<file path="src/rtl/uart_rx_frame_ctrl.sv">
// rtl/uart_rx_frame_ctrl.sv - UART receive frame FSM with 3-point majority bit sampling.
// The PARITY state, parity accumulator and Par_err exist only when UART_RX_PARITY_EN is defined.
module uart_rx_frame_ctrl #(
  parameter int DATA_WIDTH = 8,
  parameter int PRESCALE_W = 6
) (
  input  logic                  Clk,
  input  logic                  Rst,
  input  logic                  RX_IN,
  input  logic [PRESCALE_W-1:0] Prescale,
  input  logic                  PAR_EN,
  input  logic                  PAR_TYP,
  output logic                  Sampled_bit,
  output logic                  DeSerializer_EN,
  output logic                  Data_Valid,
  output logic                  Par_err,
  output logic                  Stp_err,
  output logic                  Busy
);

  localparam int BCW = $clog2(DATA_WIDTH + 1);

  localparam logic [2:0] S_IDLE   = 3'd0;
  localparam logic [2:0] S_START  = 3'd1;
  localparam logic [2:0] S_DATA   = 3'd2;
  localparam logic [2:0] S_STOP   = 3'd4;
`ifdef UART_RX_PARITY_EN
  localparam logic [2:0] S_PARITY = 3'd3;
`endif

  logic [2:0]            state_q, state_d;
  logic [PRESCALE_W-1:0] edge_cnt_q, edge_cnt_d;
  logic [PRESCALE_W-1:0] presc_q, presc_d;
  logic [BCW-1:0]        bit_cnt_q, bit_cnt_d;
  logic                  s0_q, s0_d, s1_q, s1_d;
  logic                  sampled_q, sampled_d;
  logic                  den_q, den_d;
  logic                  dv_q, dv_d;
  logic                  stp_err_q, stp_err_d;
`ifdef UART_RX_PARITY_EN
  logic                  par_acc_q, par_acc_d;
  logic                  par_err_q, par_err_d;
`else
  logic                  unused_par;
`endif

  logic [PRESCALE_W-1:0] half;
  logic                  at_s0, at_s1, at_s2, at_dec, at_last;
  logic                  flags_clear;

  assign half    = presc_q >> 1;
  assign at_s0   = (edge_cnt_q == half - PRESCALE_W'(1));
  assign at_s1   = (edge_cnt_q == half);
  assign at_s2   = (edge_cnt_q == half + PRESCALE_W'(1));
  assign at_dec  = (edge_cnt_q == half + PRESCALE_W'(2));
  assign at_last = (edge_cnt_q == presc_q - PRESCALE_W'(1));

`ifdef UART_RX_PARITY_EN
  assign flags_clear = ~par_err_q & ~stp_err_q;
`else
  assign flags_clear = ~stp_err_q;
  assign unused_par  = PAR_EN ^ PAR_TYP;
`endif

  always_comb begin
    state_d    = state_q;
    edge_cnt_d = edge_cnt_q;
    presc_d    = presc_q;
    bit_cnt_d  = bit_cnt_q;
    s0_d       = s0_q;
    s1_d       = s1_q;
    sampled_d  = sampled_q;
    den_d      = 1'b0;
    dv_d       = 1'b0;
    stp_err_d  = stp_err_q;
`ifdef UART_RX_PARITY_EN
    par_acc_d  = par_acc_q;
    par_err_d  = par_err_q;
`endif
    if (state_q == S_IDLE) begin
      edge_cnt_d = '0;
      // The low cycle seen in IDLE is edge 0 of the start bit.
      if (!RX_IN) begin
        state_d    = S_START;
        edge_cnt_d = PRESCALE_W'(1);
        presc_d    = Prescale;
        bit_cnt_d  = '0;
        stp_err_d  = 1'b0;
`ifdef UART_RX_PARITY_EN
        par_acc_d  = 1'b0;
        par_err_d  = 1'b0;
`endif
      end
    end else begin
      edge_cnt_d = at_last ? '0 : edge_cnt_q + PRESCALE_W'(1);
      if (at_s0) s0_d = RX_IN;
      if (at_s1) s1_d = RX_IN;
      // Vote lands in the flop so it is stable during the decision cycle.
      if (at_s2) begin
        sampled_d = (s0_q & s1_q) | (s0_q & RX_IN) | (s1_q & RX_IN);
        den_d     = (state_q == S_DATA);
      end
      case (state_q)
        S_START: begin
          if (at_dec && sampled_q) begin
            state_d    = S_IDLE;
            edge_cnt_d = '0;
          end else if (at_last) begin
            state_d = S_DATA;
          end
        end
        S_DATA: begin
`ifdef UART_RX_PARITY_EN
          if (at_dec) par_acc_d = par_acc_q ^ sampled_q;
`endif
          if (at_last) begin
            if (bit_cnt_q == BCW'(DATA_WIDTH - 1)) begin
              bit_cnt_d = '0;
`ifdef UART_RX_PARITY_EN
              state_d   = PAR_EN ? S_PARITY : S_STOP;
`else
              state_d   = S_STOP;
`endif
            end else begin
              bit_cnt_d = bit_cnt_q + BCW'(1);
            end
          end
        end
`ifdef UART_RX_PARITY_EN
        S_PARITY: begin
          if (at_dec && (sampled_q != (par_acc_q ^ PAR_TYP))) par_err_d = 1'b1;
          if (at_last) state_d = S_STOP;
        end
`endif
        S_STOP: begin
          if (at_dec && !sampled_q) stp_err_d = 1'b1;
          if (at_last) begin
            state_d = S_IDLE;
            dv_d    = flags_clear;
          end
        end
        default: state_d = S_IDLE;
      endcase
    end
  end

  always_ff @(posedge Clk) begin
    if (Rst) begin
      state_q    <= S_IDLE;
      edge_cnt_q <= '0;
      presc_q    <= '0;
      bit_cnt_q  <= '0;
      s0_q       <= 1'b0;
      s1_q       <= 1'b0;
      sampled_q  <= 1'b0;
      den_q      <= 1'b0;
      dv_q       <= 1'b0;
      stp_err_q  <= 1'b0;
`ifdef UART_RX_PARITY_EN
      par_acc_q  <= 1'b0;
      par_err_q  <= 1'b0;
`endif
    end else begin
      state_q    <= state_d;
      edge_cnt_q <= edge_cnt_d;
      presc_q    <= presc_d;
      bit_cnt_q  <= bit_cnt_d;
      s0_q       <= s0_d;
      s1_q       <= s1_d;
      sampled_q  <= sampled_d;
      den_q      <= den_d;
      dv_q       <= dv_d;
      stp_err_q  <= stp_err_d;
`ifdef UART_RX_PARITY_EN
      par_acc_q  <= par_acc_d;
      par_err_q  <= par_err_d;
`endif
    end
  end

  assign Sampled_bit     = sampled_q;
  assign DeSerializer_EN = den_q;
  assign Data_Valid      = dv_q;
  assign Stp_err         = stp_err_q;
  assign Busy            = (state_q != S_IDLE);
`ifdef UART_RX_PARITY_EN
  assign Par_err         = par_err_q;
`else
  assign Par_err         = 1'b0;
`endif

endmodule

</file>
<file path="config.mk">
export PLATFORM = sky130hd
export DESIGN_NAME = uart_rx_frame_ctrl
export DESIGN_NICKNAME = d
export VERILOG_FILES = /design/src/rtl/uart_rx_frame_ctrl.sv
export SDC_FILE = /design/constraint.sdc
export NUM_CORES = 1
export LEC_CHECK = 0
export CAP_MARGIN = 10
export CORE_ASPECT_RATIO = 1.2
export CORE_UTILIZATION = 51
export DETAILED_ROUTE_END_ITERATION = 8
export HOLD_SLACK_MARGIN = 0.15
export PLACE_DENSITY = 0.85
export SLEW_MARGIN = 20
export SYNTH_ARGS = -nofsm -noshare
export SYNTH_HDL_FRONTEND = slang
export SYNTH_SLANG_ARGS = --single-unit
</file>
<file path="constraint.sdc">
create_clock -name Clk -period 2.1 [get_ports Clk]
set_clock_uncertainty 0.05 [all_clocks]
set_input_delay 0.42 -clock Clk [delete_from_list [all_inputs] [get_ports Clk]]
set_output_delay 0.42 -clock Clk [all_outputs]
set_load 0.01 [all_outputs]
</file>
Word-level counts from Yosys, hierarchy flattened
Index checks and enable logic that the tools add are counted.
{ "totals": {"output_inout_bits": 6, "elab_cells": 81, "ff_bits": 25, "inputBits": 11} }
{ "op_classes": {"n_eq_ne": 14, "bitwise": 11, "n_mux": 22, "add_sub_neg": 6, "reduce_logical": 18} }
{ "op_table": {"columns": ["operator", "count"], "rows": [
  ["$eq 6x6->1", 4],
  ["$mux 6", 4],
  ["$mux 3", 7],
  ["$mux 4", 5],
  ["$pmux 3 s3", 1],
  ["$reduce_and 2->1", 4],
  ["$reduce_bool 2->1", 4],
  ["$add 5x1->6 const B", 1],
  ["$add 5x2->6 const B", 1],
  ["$add 6x1->6 const B", 1],
  ["$eq 6x5->1", 1],
  ["$ne 3x3->1 const B", 2],
  ["$not 1->1", 6],
  ["$reduce_and 3->1", 2],
  ["$sub 5x1->6 const B", 1],
  ["$sub 6x1->6 const B", 1],
  ["$mux 1", 5],
  ["$reduce_and 5->1", 1],
  ["$add 4x1->4 const B", 1],
  ["$eq 4x3->1 const B", 1],
  ["$ne 4x4->1 const B", 1],
  ["$reduce_or 4->1", 1],
  ["$and 1x1->1", 3],
  ["$eq 3x1->1 const B", 1],
  ["10 further kinds", 12]
]} }

Depth between registers and ports, before layout
Gate-level depths: netlist (run 1).
{ "logic_depth": {"depth_word": 6, "depth_mapped": 9} }

Worst setup path after synthesis (run 1)
Ideal clock, no wire load.
{ "synth_path": {"path_type": "reg2reg", "from": "register presc_q[2]", "to": "register edge_cnt_q[0]", "stages_incl_launch_ff": 9, "arrival_time_ns": 1.919, "t_required_ns": 1.975, "path_slack_ns": 0.056, "setup_ns": 0.075, "cell_sequence": "dfxtp_1 -> inv_1 -> ha_1 -> a21boi_1 -> nand2_1 -> xnor2_1 -> nor3_4 -> a211o_4 -> o22ai_2"} }
{ "synth_between": {"elab_chain_len": 6, "word_cells_on_any_way": 9, "classes_between": "add/sub (2); eq/ne (2); mux (4); reduce/logical (1)"} }
{ "synth_rtl": {"columns": ["item", "line_no", "rtl"], "rows": [
  ["from (decl)", "33", "logic [PRESCALE_W-1:0] presc_q, presc_d;"],
  ["from (signal assigned)", "166", "presc_q <= presc_d;"],
  ["$sub 6x1->6 / $add 5x2->6 (equally long branches)", "56, 55", null],
  ["$eq 6x6->1 (on tied branches)", "56, 55", null],
  ["$mux 6 / $logic_and 1x1->1 (equally long branches)", "95, 105", null],
  ["$mux 6", "105", "if (at_dec && sampled_q) begin"],
  ["$mux 6 *", "103", "case (state_q)"],
  ["$mux 6 *", "80", "if (state_q == S_IDLE) begin"],
  ["to (signal assigned)", "165", "edge_cnt_q <= edge_cnt_d;"],
  ["to (decl)", "32", "logic [PRESCALE_W-1:0] edge_cnt_q, edge_cnt_d;"]
]} }
Every way passes the cells marked *; elsewhere a longest branch is shown, timed or not.
A chain may end at the register's enable or synchronous reset.

Worst setup path after layout (run 1)
Ends and elaborated chain as after synthesis.

==> results of run 1 <==
-- synth_stat cells, types with 3 or more instances --
library cell	instances
a21oi_1	10
inv_1	9
dfxtp_1	25
nand2_1	20
xnor2_1	10
nor3b_1	3
nand3b_1	5
nor3_1	8
nand3_1	7
nand4_1	3
xor2_1	12
clkbuf_1	3
ha_1	9
nor2_1	15
nor2b_1	5
o21ai_0	3
buf_2	4
a31oi_1	3
mux2i_1	5
-- registers in the layout, summed over array words and instances, names as in the netlist --
register / count
bit_cnt_q: 4
presc_q: 6
s0_q: 1
DeSerializer_EN: 1
s1_q: 1
edge_cnt_q: 6
Data_Valid: 1
Sampled_bit: 1
Stp_err: 1
state_q: 3
-- area by class of cell --
cell class | count | area share
well taps | 36 | 0.0223
flip-flops and latches | 25 | 0.249
clock buffers | 3 | 0.0112
clock inverters | 1 | 0.00372
inverters | 9 | 0.0168
multi-input cells | 157 | 0.572
repair buffers | 29 | 0.125
-- path summary, 6_finish.rpt --
check / startpoint / endpoint / slack (ps)
hold reg to reg: presc_q[3] / presc_q[3] / 440
setup reg to reg: presc_q[2] / edge_cnt_q[0] / 110
setup / recovery: presc_q[2] / edge_cnt_q[0] / 110
hold / removal: presc_q[3] / presc_q[3] / 440
-- power groups by stage --
| stage | Clock (mW) | Combinational, mW | Sequential [mW] |
|---|---|---|---|
| floorplan | 0 | 0.178 | 0.514 |
| global placement | 0 | 0.243 | 0.514 |
| detailed placement | 0 | 0.252 | 0.515 |
| CTS | 0.236 | 0.257 | 0.505 |
| global route | 0.254 | 0.286 | 0.507 |
| finish | 0.236 | 0.264 | 0.505 |
-- metrics by stage --
step | cell area (sq um) | hold slack, ps | setup TNS [ps]
floorplan | 1730 | 418 | 0
global placement | 1950 | 412 | 0
detailed placement | 1950 | 422 | -89.9
CTS | 1990 | 441 | 0
global route | 2020 | 463 | -0.987
finish | 2020 | 439 | 0
-- cell families (layout without fill, tap and decap cells) --
| group | count (synthesis) | in the layout | share of synthesized area |
|---|---|---|---|
| xor+xnor | 23 | 23 | 0.121 |
| mux | 5 | 5 | 0.0290 |
| other cells | 1 | 1 | 0.00217 |
| simple gates | 83 | 83 | 0.277 |
| buf+inv | 20 | 42 | 0.0594 |
| fa+ha+maj | 10 | 10 | 0.0710 |
| flops | 25 | 25 | 0.290 |
| compound gates | 35 | 35 | 0.151 |
-- critical path, cell delays in order (launching register included) --
cell      delay [ps]
dfxtp_1          370
inv_2             80
ha_1             310
xor2_1           150
nor3_1           270
nand3b_1         170
o21ai_2          190
a211o_4          210
o22ai_2           80
-- timing repair --
item                                    CTS  global route
pin swaps                                 2             3
setup buffers                             1             0
endpoints found under the hold margin     0             0
resized for setup                         3             6
endpoints found under the setup margin   11            10
-- per-layer routing --
metal | vias up | wire length [microns]
li1 | 749 | -
met1 | 687 | 1630
met2 | 37 | 1930
met3 | 9 | 138
met4 | 0 | 106
met5 | - | 0
==> flow_summary.json, run 1 <==
{
  "final-max-slew-violation-count": 0,
  "drcViolationCount": 0,
  "p_switching_mw": 0.324,
  "max-cap-violations": 0,
  "p_clk_frac": 0.235,
  "synth-seq-cells": 25,
  "critPathCaptureType": "flip-flop",
  "multi_input_area_sq_um": 1150,
  "swShare": 0.322,
  "hp-class": "reg -> reg",
  "finalSetupViolations": 0,
  "share_comb_of_total_power": 0.262,
  "timing.final.crit_period_ps": 1990,
  "num_rows": 22,
  "boundaryPins": 17,
  "wl_per_cell_microns": 14.6,
  "area_growth_pct": 16.7,
  "layout_setup_ws_ps": 114,
  "seqPwrFrac": 0.502,
  "ctsHoldBuffers": 0,
  "crit_fanout": 6,
  "port_buffers": 13,
  "core_sq_um": 3140,
  "p_leak_nw": 0.863,
  "worstSetupPathType": "reg -> reg",
  "rr_worst_depth": 8,
  "use_met3": 0.0301,
  "drive_above_1_share": 0.170,
  "peakVddDrop_mv": 0.341,
  "path_clk_slew_ps": 150,
  "clk_latency_ps": 340,
  "power_density_nw_per_um2": 499,
  "die_w_microns": 55.1,
  "grt_pass1_wl_microns": 6310,
  "vias_per_cell": 5.70,
  "die_y_microns": 65.8,
  "final_cell_mix": "dfxtp_1 (24), nand2_1 (19), buf_4 (16)",
  "grt_max_degree": 16,
  "synth_edf_count": 0,
  "grtUsageMet1": 0.282,
  "drt_iter0_drc": 50,
  "yosys.area.top_type": "dfxtp_1",
  "ys_warn_count": 0,
  "dpl.hpwl_microns": 2970,
  "synth-seq-area-share": 0.290,
  "routed_wl_microns": 3800,
  "via_count": 1482,
  "use_met2": 0.414,
  "track_usage": 0.242,
  "top_usage_layer": "met2",
  "synthArstFlopShare": 0,
  "start_util": 0.551,
  "drtAntennaViolNets": 0,
  "rsz0062_at_grt": "true",
  "seqCellArea_sq_um": 502,
  "syn_inst": 202,
  "netlist.area_leader.share": 0.290,
  "syn_nets": 222,
  "max_freq_mhz": 504,
  "synthesis.area_sq_um": 1730,
  "power_mw": 1.01,
  "required_ps": 2290,
  "synth_flop_cell": "dfxtp_1",
  "nNetsFinal": 245,
  "hold_viol_final": 0,
  "fill_cells": 284,
  "cp.arrival_ps": 2170,
  "clock-root-buffer": "clkbuf_4",
  "syn_avg_cell_area_sq_um": 8.55,
  "grt_pass1_vias": 1515,
  "synthTopCellsByArea": "dfxtp_1 (29%), ha_1 (6.5%), xor2_1 (6.1%)",
  "antenna_found_initial": 0,
  "cts_inserted_buffers": 3,
  "place_congestion": 0.898,
  "htree_levels": 1,
  "ys_types": 53,
  "grt_overflow": 0,
  "drt_first_pass_iters": 4,
  "p_int_mw": 0.682,
  "cts_tree": "built",
  "cts_sinks": 25,
  "dp.cells": 255,
  "dieArea_sq_um": 3630,
  "pre_cts_ws_ps": -43.5,
  "final_common_cell": "dfxtp_1",
  "outcome": "complete, no violations",
  "fin_crit_sh": 0.946,
  "cts_max_path_buffers": 2,
  "start_kind": "flip-flop",
  "final_core_util": 0.642,
  "hold_depth": 2,
  "antennaDiodeCount": 0,
  "final_cells": 260
}
No activity file was read; power rests on OpenSTA's default activity.
==> run 2: changes to the inputs <==
ABC_CLOCK_PERIOD_IN_PS = 2100   (was default)
==> results of run 2 <==
The final DEF is identical to that of run 1; final timing and power are the same.
